$ cat src/rtl/params_pkg.sv
// Shared streaming-path constants and types.
// Provides the packet-source FSM states and the FIFO beat layout.
package params_pkg;

    localparam int AXIS_DATA_W = 32;
    localparam int AXIS_IN_W   = 8;

    typedef enum logic {
        IDLE,
        RUN
    } pkt_src_state_t;

    typedef struct packed {
        logic [AXIS_DATA_W-1:0]   data;
        logic [AXIS_DATA_W/8-1:0] keep;
        logic                     last;
    } axis_beat_t;

endpackage

$ cat src/rtl/axis_sync_fifo.sv
// First-word-fall-through FIFO with registered read data and valid.
// Occupancy is tracked by extended pointers; a slot is freed only on pop.
module axis_sync_fifo #(
    parameter int WIDTH = 8,
    parameter int DEPTH = 8
) (
    input  logic             clk,
    input  logic             reset_n,
    input  logic             push,
    input  logic [WIDTH-1:0] wdata,
    input  logic             pop,
    output logic [WIDTH-1:0] rdata,
    output logic             valid,
    output logic             full,
    output logic             nonempty
);

    localparam int AW = $clog2(DEPTH);

    logic [WIDTH-1:0] mem_q [DEPTH];
    logic [AW:0]      wr_q, wr_d;
    logic [AW:0]      rd_q, rd_d;
    logic [WIDTH-1:0] rdata_q;
    logic             valid_q;
    logic             full_q;
    logic             do_push;
    logic             do_pop;

    assign do_push  = push && !full_q;
    assign do_pop   = pop && valid_q;
    assign rdata    = rdata_q;
    assign valid    = valid_q;
    assign full     = full_q;
    assign nonempty = (wr_q != rd_q);

    always_comb begin
        wr_d = wr_q + {{AW{1'b0}}, do_push};
        rd_d = rd_q + {{AW{1'b0}}, do_pop};
    end

    always_ff @(posedge clk) begin
        if (do_push) begin
            mem_q[wr_q[AW-1:0]] <= wdata;
        end
    end

    // Output stage samples the pre-push write pointer, adding one cycle of latency.
    always_ff @(posedge clk or negedge reset_n) begin
        if (!reset_n) begin
            wr_q    <= '0;
            rd_q    <= '0;
            rdata_q <= '0;
            valid_q <= 1'b0;
            full_q  <= 1'b0;
        end else begin
            wr_q    <= wr_d;
            rd_q    <= rd_d;
            valid_q <= (wr_q != rd_d);
            rdata_q <= (wr_q != rd_d) ? mem_q[rd_d[AW-1:0]] : '0;
            full_q  <= (wr_d[AW] != rd_d[AW]) &&
                       (wr_d[AW-1:0] == rd_d[AW-1:0]);
        end
    end

endmodule

$ cat src/rtl/axis_packet_source.sv
// Packs narrow input units into framed AXI-Stream beats through a beat FIFO.
// Define AXIS_PKT_SRC_STATS_EN to add pkt_count/stall_cycles counters.
module axis_packet_source
    import params_pkg::*;
#(
    parameter int IN_W       = AXIS_IN_W,
    parameter int DATA_W     = AXIS_DATA_W,
    parameter int FIFO_DEPTH = 8,
    parameter int LEN_W      = 16
) (
    input  logic                clk,
    input  logic                reset_n,
    input  logic                enable,
    input  logic [LEN_W-1:0]    pkt_len,
    input  logic [IN_W-1:0]     data_in,
    input  logic                data_valid,
    output logic                data_ready,
    output logic [DATA_W-1:0]   m_tdata,
    output logic [DATA_W/8-1:0] m_tkeep,
    output logic                m_tlast,
    output logic                m_tvalid,
    input  logic                m_tready,
    output logic                busy
`ifdef AXIS_PKT_SRC_STATS_EN
    ,
    output logic [31:0]         pkt_count,
    output logic [31:0]         stall_cycles
`endif
);

    localparam int LANES  = DATA_W / IN_W;
    localparam int KPL    = IN_W / 8;
    localparam int KEEP_W = DATA_W / 8;
    localparam int LANE_W = (LANES > 1) ? $clog2(LANES) : 1;

    pkt_src_state_t    state_q;
    logic [LANE_W-1:0] lane_q;
    logic [LEN_W-1:0]  rem_q;
    logic [DATA_W-1:0] pack_q;
    logic [DATA_W-1:0] pack_d;
    logic [KEEP_W-1:0] keep_d;

    logic       accept;
    logic       last_unit;
    logic       word_done;
    logic       fifo_full;
    logic       fifo_nonempty;
    axis_beat_t beat_d;
    axis_beat_t beat_o;

    assign data_ready = (state_q == RUN) && !fifo_full;
    assign accept     = data_valid && data_ready;
    assign last_unit  = (rem_q == LEN_W'(1));
    assign word_done  = (lane_q == LANE_W'(LANES - 1)) || last_unit;
    assign busy       = (state_q == RUN) || fifo_nonempty;

    // Lanes above the current one are already zero because pack_q clears on push.
    always_comb begin
        pack_d = pack_q;
        pack_d[int'(lane_q) * IN_W +: IN_W] = data_in;
        keep_d = '0;
        for (int i = 0; i < LANES; i++) begin
            if (i <= int'(lane_q)) begin
                keep_d[i * KPL +: KPL] = '1;
            end
        end
        beat_d.data = pack_d;
        beat_d.keep = keep_d;
        beat_d.last = last_unit;
    end

    always_ff @(posedge clk or negedge reset_n) begin
        if (!reset_n) begin
            state_q <= IDLE;
            lane_q  <= '0;
            rem_q   <= '0;
            pack_q  <= '0;
        end else begin
            unique case (state_q)
                IDLE: begin
                    if (enable && (pkt_len != '0)) begin
                        state_q <= RUN;
                        rem_q   <= pkt_len;
                        lane_q  <= '0;
                        pack_q  <= '0;
                    end
                end
                RUN: begin
                    if (accept) begin
                        rem_q <= rem_q - LEN_W'(1);
                        if (word_done) begin
                            lane_q <= '0;
                            pack_q <= '0;
                        end else begin
                            lane_q <= lane_q + LANE_W'(1);
                            pack_q <= pack_d;
                        end
                        if (last_unit) begin
                            state_q <= IDLE;
                        end
                    end
                end
                default: state_q <= IDLE;
            endcase
        end
    end

    axis_sync_fifo #(
        .WIDTH ($bits(axis_beat_t)),
        .DEPTH (FIFO_DEPTH)
    ) u_fifo (
        .clk      (clk),
        .reset_n  (reset_n),
        .push     (accept && word_done),
        .wdata    (beat_d),
        .pop      (m_tready),
        .rdata    (beat_o),
        .valid    (m_tvalid),
        .full     (fifo_full),
        .nonempty (fifo_nonempty)
    );

    assign m_tdata = beat_o.data;
    assign m_tkeep = beat_o.keep;
    assign m_tlast = beat_o.last;

`ifdef AXIS_PKT_SRC_STATS_EN
    logic [31:0] pkt_count_q;
    logic [31:0] stall_q;

    always_ff @(posedge clk or negedge reset_n) begin
        if (!reset_n) begin
            pkt_count_q <= '0;
            stall_q     <= '0;
        end else begin
            if (m_tvalid && m_tready && m_tlast) begin
                pkt_count_q <= pkt_count_q + 32'd1;
            end
            if (m_tvalid && !m_tready) begin
                stall_q <= stall_q + 32'd1;
            end
        end
    end

    assign pkt_count    = pkt_count_q;
    assign stall_cycles = stall_q;
`endif

endmodule

$ cat config.mk
export PLATFORM = sky130hd
export DESIGN_NAME = axis_packet_source
export DESIGN_NICKNAME = d
export VERILOG_FILES = /design/src/rtl/params_pkg.sv /design/src/rtl/axis_sync_fifo.sv /design/src/rtl/axis_packet_source.sv
export SDC_FILE = /design/constraint.sdc
export NUM_CORES = 1
export LEC_CHECK = 0
export BUFFER_PORTS_ARGS = -buffer_cell sky130_fd_sc_hd__buf_4
export CAP_MARGIN = 10
export CORE_ASPECT_RATIO = 0.8
export CORE_MARGIN = 2
export CORE_UTILIZATION = 61
export DETAILED_ROUTE_END_ITERATION = 12
export PLACE_DENSITY = 0.78
export SYNTH_ARGS = -nofsm -noshare
export SYNTH_HDL_FRONTEND = slang
export SYNTH_SLANG_ARGS = --single-unit
$ cat constraint.sdc
create_clock -name clk -period 5.35 [get_ports clk]
set_clock_uncertainty 0.05 [all_clocks]
set_input_delay 0.2675 -clock clk [delete_from_list [all_inputs] [get_ports clk]]
set_output_delay 0.2675 -clock clk [all_outputs]
set_load 0.05 [all_outputs]
==> summary.md, run 1 <==
| Metric | Value |
|---|---|
| Final-stage net count | 1,049 |
| Number of enable-type register cells in the synthesized netlist | 288 |
| Starting DRC count in detailed routing | 932 |
| Switching portion of total power | 35.6% |
| TritonCTS clock tree | yes |
| Portion of synthesized cell area occupied by the leading cell type | 55.4% |
| Endpoint type of the worst setup path | register |
| Initial cell density of the core | 61.9% |
| Diodes inserted | 0 |
| Fraction of power consumed by the clock network | 24.2% |
| Level count of the clock H-tree | 2 |
| Post-CTS setup repair buffer count | 0 |
| Final antenna-violating net count | 0 |
| Area growth from synthesis to layout | 13.5% |
| Headroom to the max-slew limit | 22.0% |
| Unrepaired setup endpoints after global routing | no |
| Global-route met3 utilization | 3.84% |
| GR peak layer | met2 |
| Max Fanout on Critical Path | 26 |
| Net switching power figure | 3660 µW |
| Most repeated cell in the gate-level netlist after synthesis | sky130_fd_sc_hd__edfxtp_1 |
| Fraction of synthesis flops using an asynchronous set or reset pin | 25.2% |
| Largest voltage drop on the vdd net | 0.000506 V |
| Setup-failing EPs final | 0 |
| I/O Pins | 69 |
| Number of buffers added by the clock tree synthesis step | 38 |
| Number of cells produced by synthesis | 926 |
| Initial antenna violation count | 0 |
| CTS Root Cell | sky130_fd_sc_hd__clkbuf_16 |
| Number of search-and-repair iterations in the first detailed-routing pass | 5 |
| Combinational fraction of design power | 36.6% |
| Static power due to leakage | 0.00628 µW |
| Latest clock arrival within the worst-skew pair | 0.53 ns |
| Internal cell power | 6640 µW |
| Max-slew violation total from the final report | 0 |
| Count of yosys warnings during synthesis | 0 |
| Number of buffers between clock root and the deepest sink | 3 |
| Vertical die dimension | 147 µm |
| Launching point of the worst reg2reg path | rem_q[9]$_DFFE_PN0P_ |
| Number of global-route vias before repair | 8,953 |
| Dominant register cell in the synthesized netlist | sky130_fd_sc_hd__edfxtp_1 |
| Post-cts resize count | 0 |
| Element type at the critical path start | register |
| Final RePlAce weighted congestion | 0.852 |
| Most common library cells after synthesis | sky130_fd_sc_hd__edfxtp_1 (288), sky130_fd_sc_hd__dfrtp_1 (97), sky130_fd_sc_hd__nand2_1 (78) |
| Power Dens Cells | 581 mW/mm² |
| Number of sinks handled by clock tree synthesis | 385 |
| Grt met1 use | 38.3% |
| Syn nets | 968 |
| Syn_area_per_cell | 16.9 µm² |
| Total of flip-flops plus latches after synthesis | 385 |
| Global routing met2 resource utilization | 40.8% |
| Die width | 183 µm |
| WS Path Type | reg2reg |
| WHS | 0.0107 ns |
| Layout cell share with drive strength beyond 1 | 23.8% |
| CTS Hold Bufs | 4 |
| Cell taking the most area after synthesis | sky130_fd_sc_hd__edfxtp_1 |
| Global-route wire length before repair | 52.1 mm |
| Part of the cycle the worst path needs | 69.9% |
| Measured slew at the worst slew-check pin | 1.16 ns |
| Die Area | 0.0269 mm² |
| Maximum clock frequency | 0.267 GHz |
| Share of total power in sequential cells | 39.2% |
| Total of max-cap violations | 0 |
| Synth unique cells | 75 |
| Netlist area before placement | 0.0156 mm² |
| Area of the placeable core | 0.0252 mm² |
| Total routed wirelength | 33.2 mm |
| Source of the worst hold timing path | pkt_len[6] |
| Fin. Hold Viols | 0 |
| Critical path origin | rem_q[9]$_DFFE_PN0P_ |
| Largest net degree at the start of global routing | 74 |
| Routed wire per std cell | 24.4 µm |
| Required time of the worst setup path | 5.51 ns |
| Drc violations | 0 |
| Quantity of I/O buffers inserted on ports | 68 |
| Portion of the post-synthesis area used by sequential elements | 70.9% |
| Global Route Usage Sum | 25.6% |
| Detail-routed via count per cell | 6.49 |
| Number of vias after detailed routing | 8,820 |
| Outcome | finished clean |
| Clock transition at the registers of the reported paths | 0.06 ns |
| Period minus WS final | 3.74 ns |
| Site Rows | 52 |
| Data arrival time at the worst-slack endpoint | 3.90 ns |
| Area contributors post-synth | sky130_fd_sc_hd__edfxtp_1 (55%), sky130_fd_sc_hd__dfrtp_1 (16%), sky130_fd_sc_hd__mux4_2 (10%) |
| DP HPWL | 19.3 mm |
| Total negative setup slack | 0 ns |
| Type of the most critical hold path | in2reg |
| Final global-route overflow total | 0 |
==> logic make-up after synthesis <==
family,after synthesis,synth area share [%]
AO/OA/AOI/OAI,145,6.87
XOR/XNOR,20,1.22
adder cells (fa/ha/maj),13,1.04
buffers and inverters,91,2.65
flip-flops,385,70.9
multiplexers,73,10.5
AND/OR/NAND/NOR,199,6.86
==> area by class of cell <==
type / count / area (µm²)
flip-flops and latches: 385 / 11100
fillers: 1603 / 7520
multi-input cells: 450 / 4210
clock buffers: 57 / 1060
repair buffers: 98 / 753
well taps: 324 / 405
inverters: 34 / 128
clock inverters: 12 / 82.6
==> routing by layer <==
layer,share of wire (%),routed length [µm],vias to the layer above
li1,-,-,3800
met1,43,14300,4596
met2,48,16000,367
met3,6.9,2290,57
met4,1.7,580,0
met5,0,0,-
==> worst paths after layout <==
path | endpoint | slack [ns] | cells after the start
setup / recovery | u_fifo.mem_q[4][0]$_DFFE_PP_ | 1.61 | 6
hold / removal | rem_q[6]$_DFFE_PN0P_ | 0.01 | 2
setup reg to reg | u_fifo.mem_q[4][0]$_DFFE_PP_ | 1.61 | 6
hold reg to reg | pack_q[28]$_DFFE_PN0P_ | 0.44 | 1
max in group asynchronous | u_fifo.rdata[29]$_DFF_PN0_ | 3.74 | 3
min in group asynchronous | u_fifo.rdata[9]$_DFF_PN0_ | 0.15 | 2
==> metrics by stage <==
| stage | setup slack [ns] | utilization [%] | power (µW) | cell area (µm²) | std cells |
|---|---|---|---|---|---|
| floorplan | 0.632 | - | 6780 | 15600 | 926 |
| global placement | 1.68 | 65.4 | 7750 | 16500 | 1283 |
| detailed placement | 1.61 | 65.4 | 7860 | 16500 | 1283 |
| CTS | 1.58 | 70.1 | 10400 | 17700 | 1356 |
| global route | 1.40 | 70.2 | 10800 | 17700 | 1360 |
| finish | 1.61 | 70.2 | 10300 | 17700 | 1360 |
==> critical path, stage by stage, from the launching register on <==
cell                      delay [ns]
sky130_fd_sc_hd__dfrtp_1        0.42
sky130_fd_sc_hd__or4_4          0.59
sky130_fd_sc_hd__nor4_4         0.48
sky130_fd_sc_hd__a21oi_4        0.27
sky130_fd_sc_hd__buf_4          0.32
sky130_fd_sc_hd__nor4_4         0.97
sky130_fd_sc_hd__buf_12         0.30
==> registers in the layout, summed over array words and instances, names as in the netlist <==
register and cells:
u_fifo.rdata 37, pack_q 32, lane_q 2, u_fifo.rd_q 4
u_fifo.mem_q 288, u_fifo.full 1, rem_q 16, state_q 1
u_fifo.wr_q 4
==> placed cells by master, fill, tap and decap left out, drive strengths merged, types with 2 or more instances in the layout <==
cell,Yosys,layout
o211ai,2,2
a221oi,2,2
a32o,32,32
o221a,2,2
clkinv,1,11
dfrtp,97,97
o2bb2ai,2,2
edfxtp,288,288
o41ai,2,2
a2bb2oi,2,2
dlygate4sd3,0,4
nand2,78,78
or2,3,3
o21ai,28,28
and4,2,2
clkbuf,35,59
nor4b,3,3
a21oi,41,41
and2,4,4
a22o,8,8
a32oi,2,2
nor2b,13,13
nand4,2,2
nor2,19,19
a31oi,5,5
buf,22,92
nand3b,4,4
mux4,72,72
ha,13,13
or3,3,3
nand3,32,32
nor3,14,14
nor4,10,10
inv,33,34
a211oi,2,2
or4,6,6
xnor2,10,10
xor2,9,9
==> power groups by stage <==
stage / sequential, µW / clock, µW / combinational, µW
2_1_floorplan: 4460 / 0 / 2320
3_3_place_gp: 4070 / 0 / 3680
3_5_place_dp: 4080 / 0 / 3780
4_1_cts: 4030 / 2530 / 3810
5_1_grt: 4070 / 2650 / 4090
6_report: 4040 / 2490 / 3770
(Power assumes the default switching activity.)
==> run 2, diff against run 1 <==
- ABC_AREA: default -> 1
- CORE_UTILIZATION: 61 -> 56
- PLACE_DENSITY: 0.78 -> 0.75
- clock period: 5.35 -> 3.1 ns (I/O delays scaled with it)
==> run 2 against run 1 <==
Against the previous run:
- sequential share of layout area is 3.5 points lower
- largest power group is now combinational cells
- global-route usage down 0.096 points
- first-iteration DRC count grew 14%
- largest cell class unchanged
==> summary.md, run 2 <==
| Metric | Value |
|---|---|
| Starting DRC count in detailed routing | 1,058 (was 932) |
| Multiplexer area fraction after synthesis | 0% (was 10.5%) |
| CTS Root Cell | sky130_fd_sc_hd__clkbuf_16 (unchanged) |
| Post-synthesis xor/xnor area fraction | 0.686% (was 1.22%) |
| Required time of the worst setup path | 3.52 ns (was 5.51 ns) |
| Latest clock arrival within the worst-skew pair | 0.53 ns (about the same) |
| Slowest stage cell, crit path | sky130_fd_sc_hd__dfrtp_1 (was sky130_fd_sc_hd__nor4_4) |
| Final core utilization | 64.5% (was 70.2%) |
| Most repeated cell in the gate-level netlist after synthesis | sky130_fd_sc_hd__nand2_1 (was sky130_fd_sc_hd__edfxtp_1) |
| Part of the cycle the worst path needs | 90.2% (was 69.9%) |
| Detail-routed via count per cell | 5.62 (was 6.49) |
| Level count of the clock H-tree | 2 (unchanged) |
| Data arrival time at the worst-slack endpoint | 3.21 ns (was 3.90 ns) |
| Portion of synthesized cell area occupied by the leading cell type | 52.7% (was 55.4%) |
| Count of buffering cells on the critical path with inverters included | 2 (unchanged) |
| Number of buffers between clock root and the deepest sink | 3 (unchanged) |
| List of cells traversed by the critical path | inv_1, ha_1, inv_1, nand3_1, o22ai_1, nand3_1, nand2_1 (was or4_4, nor4_4, a21oi_4, buf_4, nor4_4, buf_12) |
| Dominant combinational cell family by area after synthesis | simple AND/OR/NAND/NOR gates (was multiplexers) |
| Number of instances in the placed design | 1,973 (was 1,283) |
| Commonest cells after routing, fill and taps aside | sky130_fd_sc_hd__nand2_1 (450), sky130_fd_sc_hd__edfxtp_1 (288), sky130_fd_sc_hd__nor2_1 (275) (was sky130_fd_sc_hd__edfxtp_1 (288), sky130_fd_sc_hd__dfrtp_1 (97), sky130_fd_sc_hd__buf_4 (90)) |
| Number of vias after detailed routing | 11.6k (was 8,820) |
| Period minus WS final | 2.80 ns (was 3.74 ns) |
| Largest net degree at the start of global routing | 79 (was 74) |
| Syn nets | 1,624 (was 968) |
| Global-route wire length before repair | 60.3 mm (was 52.1 mm) |
| Maximum clock frequency | 0.358 GHz (was 0.267 GHz) |
| Number of cells produced by synthesis | 1,582 (was 926) |
| Cell taking the most area after synthesis | sky130_fd_sc_hd__edfxtp_1 (unchanged) |
| Measured slew at the worst slew-check pin | 0.819 ns (was 1.16 ns) |
| Headroom to the max-slew limit | 45.3% (was 22.0%) |
| Power Dens Cells | 1080 mW/mm² (was 581 mW/mm²) |
| I/O Pins | 69 (unchanged) |
| Endpoint type of the worst setup path | register (unchanged) |
| Multi-input combinational cell area | 0.00474 mm² (was 0.00421 mm²) |
| Number of buffers added by the clock tree synthesis step | 38 (unchanged) |
| Simple-gate portion of the synthesized area | 22.8% (was 6.86%) |
| Number of search-and-repair iterations in the first detailed-routing pass | 6 (was 5) |
| Fill cell count | 2,167 (was 1,603) |
| Non-filler cells in the finished layout | 2,061 (was 1,360) |
| Synth unique cells | 32 (was 75) |
| Most common library cells after synthesis | sky130_fd_sc_hd__nand2_1 (450), sky130_fd_sc_hd__edfxtp_1 (288), sky130_fd_sc_hd__nor2_1 (283) (was sky130_fd_sc_hd__edfxtp_1 (288), sky130_fd_sc_hd__dfrtp_1 (97), sky130_fd_sc_hd__nand2_1 (78)) |
| Max-slew violation total from the final report | 0 (unchanged) |
| Dominant register cell in the synthesized netlist | sky130_fd_sc_hd__edfxtp_1 (unchanged) |
| Post-cts resize count | 0 (unchanged) |
| TritonCTS clock tree | yes (unchanged) |
| Syn_area_per_cell | 10.4 µm² (was 16.9 µm²) |
| Count of yosys warnings during synthesis | 0 (unchanged) |
| Static power due to leakage | 0.00752 µW (was 0.00628 µW) |
| CTS Hold Bufs | 19 (was 4) |
| Largest voltage drop on the vdd net | 0.000705 V (was 0.000506 V) |
| Area contributors post-synth | sky130_fd_sc_hd__edfxtp_1 (53%), sky130_fd_sc_hd__dfrtp_1 (15%), sky130_fd_sc_hd__nand2_1 (10%) (was sky130_fd_sc_hd__edfxtp_1 (55%), sky130_fd_sc_hd__dfrtp_1 (16%), sky130_fd_sc_hd__mux4_2 (10%)) |
| Diodes inserted | 0 (unchanged) |
| Portion of the post-synthesis area used by sequential elements | 67.5% (was 70.9%) |
| Vertical die dimension | 157 µm (was 147 µm) |
| Global Route Usage Sum | 25.5% (was 25.6%) |
| WS Path Type | reg2reg (unchanged) |
| Largest register FFs | 288 (unchanged) |
| Final-stage net count | 1,697 (was 1,049) |
| Layout cell share with drive strength beyond 1 | 12.2% (was 23.8%) |
| Total of max-cap violations | 0 (unchanged) |
| Die width | 195 µm (was 183 µm) |
| Quantity of I/O buffers inserted on ports | 68 (unchanged) |
| Number of global-route vias before repair | 11.2k (was 8,953) |
| Fraction of the mapped netlist area in compound gates | 3.79% (was 6.87%) |
| Drc violations | 0 (unchanged) |
| Final antenna-violating net count | 0 (unchanged) |
| Setup-failing EPs final | 0 (unchanged) |
| Area of the placeable core | 0.0291 mm² (was 0.0252 mm²) |
| Initial cell density of the core | 56.5% (was 61.9%) |
| Total routed wirelength | 38.2 mm (was 33.2 mm) |
| Fraction of synthesis flops using an asynchronous set or reset pin | 25.2% (unchanged) |
| Outcome | finished clean (unchanged) |
| Clock transition at the registers of the reported paths | 0.06 ns (about the same) |
| DP HPWL | 20.9 mm (was 19.3 mm) |
| Commonest non-fill, non-tap cell in the layout | sky130_fd_sc_hd__nand2_1 (was sky130_fd_sc_hd__edfxtp_1) |
| Storage cell area | 0.0111 mm² (unchanged) |
| Delay of the slowest cell on the worst path | 0.64 ns (was 0.97 ns) |
| Number of enable-type register cells in the synthesized netlist | 288 (unchanged) |
| Element type at the critical path start | register (unchanged) |
| Initial antenna violation count | 0 (unchanged) |
| Fin. Hold Viols | 0 (unchanged) |
| Routed wire per std cell | 18.5 µm (was 24.4 µm) |
| Total of flip-flops plus latches after synthesis | 385 (unchanged) |
| Total negative setup slack | 0 ns (unchanged) |
| Site Rows | 56 (was 52) |
| Unrepaired setup endpoints after global routing | no (unchanged) |
| Final global-route overflow total | 0 (unchanged) |
| Worst path top cell family by delay | flip-flops (was simple AND/OR/NAND/NOR gates) |
| Post-CTS setup repair buffer count | 0 (unchanged) |
| Area growth from synthesis to layout | 14.3% (was 13.5%) |
| Final RePlAce weighted congestion | 0.863 (was 0.852) |
| Max Fanout on Critical Path | 16 (was 26) |
| Number of sinks handled by clock tree synthesis | 385 (unchanged) |
| Netlist area before placement | 0.0164 mm² (was 0.0156 mm²) |
| Type of the most critical hold path | in2async (was in2reg) |
| Die Area | 0.0307 mm² (was 0.0269 mm²) |
| Post-synthesis share of cell area spent on full adders, half adders and majority gates | 0.991% (was 1.04%) |
-- run 2: cell types whose count changed in the layout (fill, tap and decap cells not counted), sizes merged, moves of 38 or more --
cell   change
nor2     +281
nand3    +104
a21oi     -38
nand2    +379
mux4      -72
o21ai     +60
-- run 2: metal layers --
metal	up-vias	share of wire, %	GRT usage [%]
li1	5428	-	-
met1	5529	42	35.0
met2	527	47	41.6
met3	105	8.1	4.35
met4	0	3.0	9.45
met5	-	0	0
-- run 2: cell families (layout without fill, tap and decap cells) --
group                    Yosys count  after routing
buffers and inverters            138            240
AND/OR/NAND/NOR                  917            917
XOR/XNOR                          12             12
flip-flops                       385            385
adder cells (fa/ha/maj)           13             13
AO/OA/AOI/OAI                    117            117
-- run 2: final cells by class --
class                           instances  area share (%)
Timing Repair Buffer                  116            5.76
Multi-Input combinational cell       1059            25.3
Tap cell                              377            2.51
Inverter                               55            1.13
Clock buffer                           49            5.55
Sequential cell                       385            59.0
Clock inverter                         20           0.780
-- run 2: worst paths after layout --
path	startpoint	end	slack, ns	cells past startpoint
worst max-delay path	lane_q[0]$_DFFE_PN0P_	pack_q[11]$_DFFE_PN0P_	0.30	7
worst min-delay path	reset_n	u_fifo.rdata[32]$_DFF_PN0_	0.05	2
worst max register to register	lane_q[0]$_DFFE_PN0P_	pack_q[11]$_DFFE_PN0P_	0.30	7
worst min register to register	pack_q[9]$_DFFE_PN0P_	pack_q[9]$_DFFE_PN0P_	0.43	2
max in group asynchronous	reset_n	u_fifo.rdata[15]$_DFF_PN0_	2.19	3
min in group clk	data_in[6]	pack_q[22]$_DFFE_PN0P_	0.18	6
-- run 2: worst reg2reg max path: cells and delay by family (launching register included) --
kind / cells / cell delay (ns)
DFF: 1 / 0.64
adders and majority gates: 1 / 0.36
and+or+nand+nor: 3 / 0.50
AOI/OAI and AO/OA: 1 / 0.54
buffers and inverters: 2 / 0.64
-- run 2: report_power, final --
group | switching, µW | internal [µW]
Sequential | 409 | 6660
Clock | 1920 | 2470
Combinational | 6280 | 2610
-- run 2: per-stage QoR --
step | total power (µW) | instance area, µm² | worst slack, ns | hold slack, ns
CTS | 20400 | 18800 | 0.393 | 0.0590
global route | 21600 | 18800 | 0.102 | 0.108
floorplan | 13600 | 16400 | -0.102 | -0.191
global placement | 15700 | 17400 | 0.541 | 0.0732
finish | 20300 | 18800 | 0.304 | 0.0535
detailed placement | 15900 | 17400 | 0.414 | 0.0761
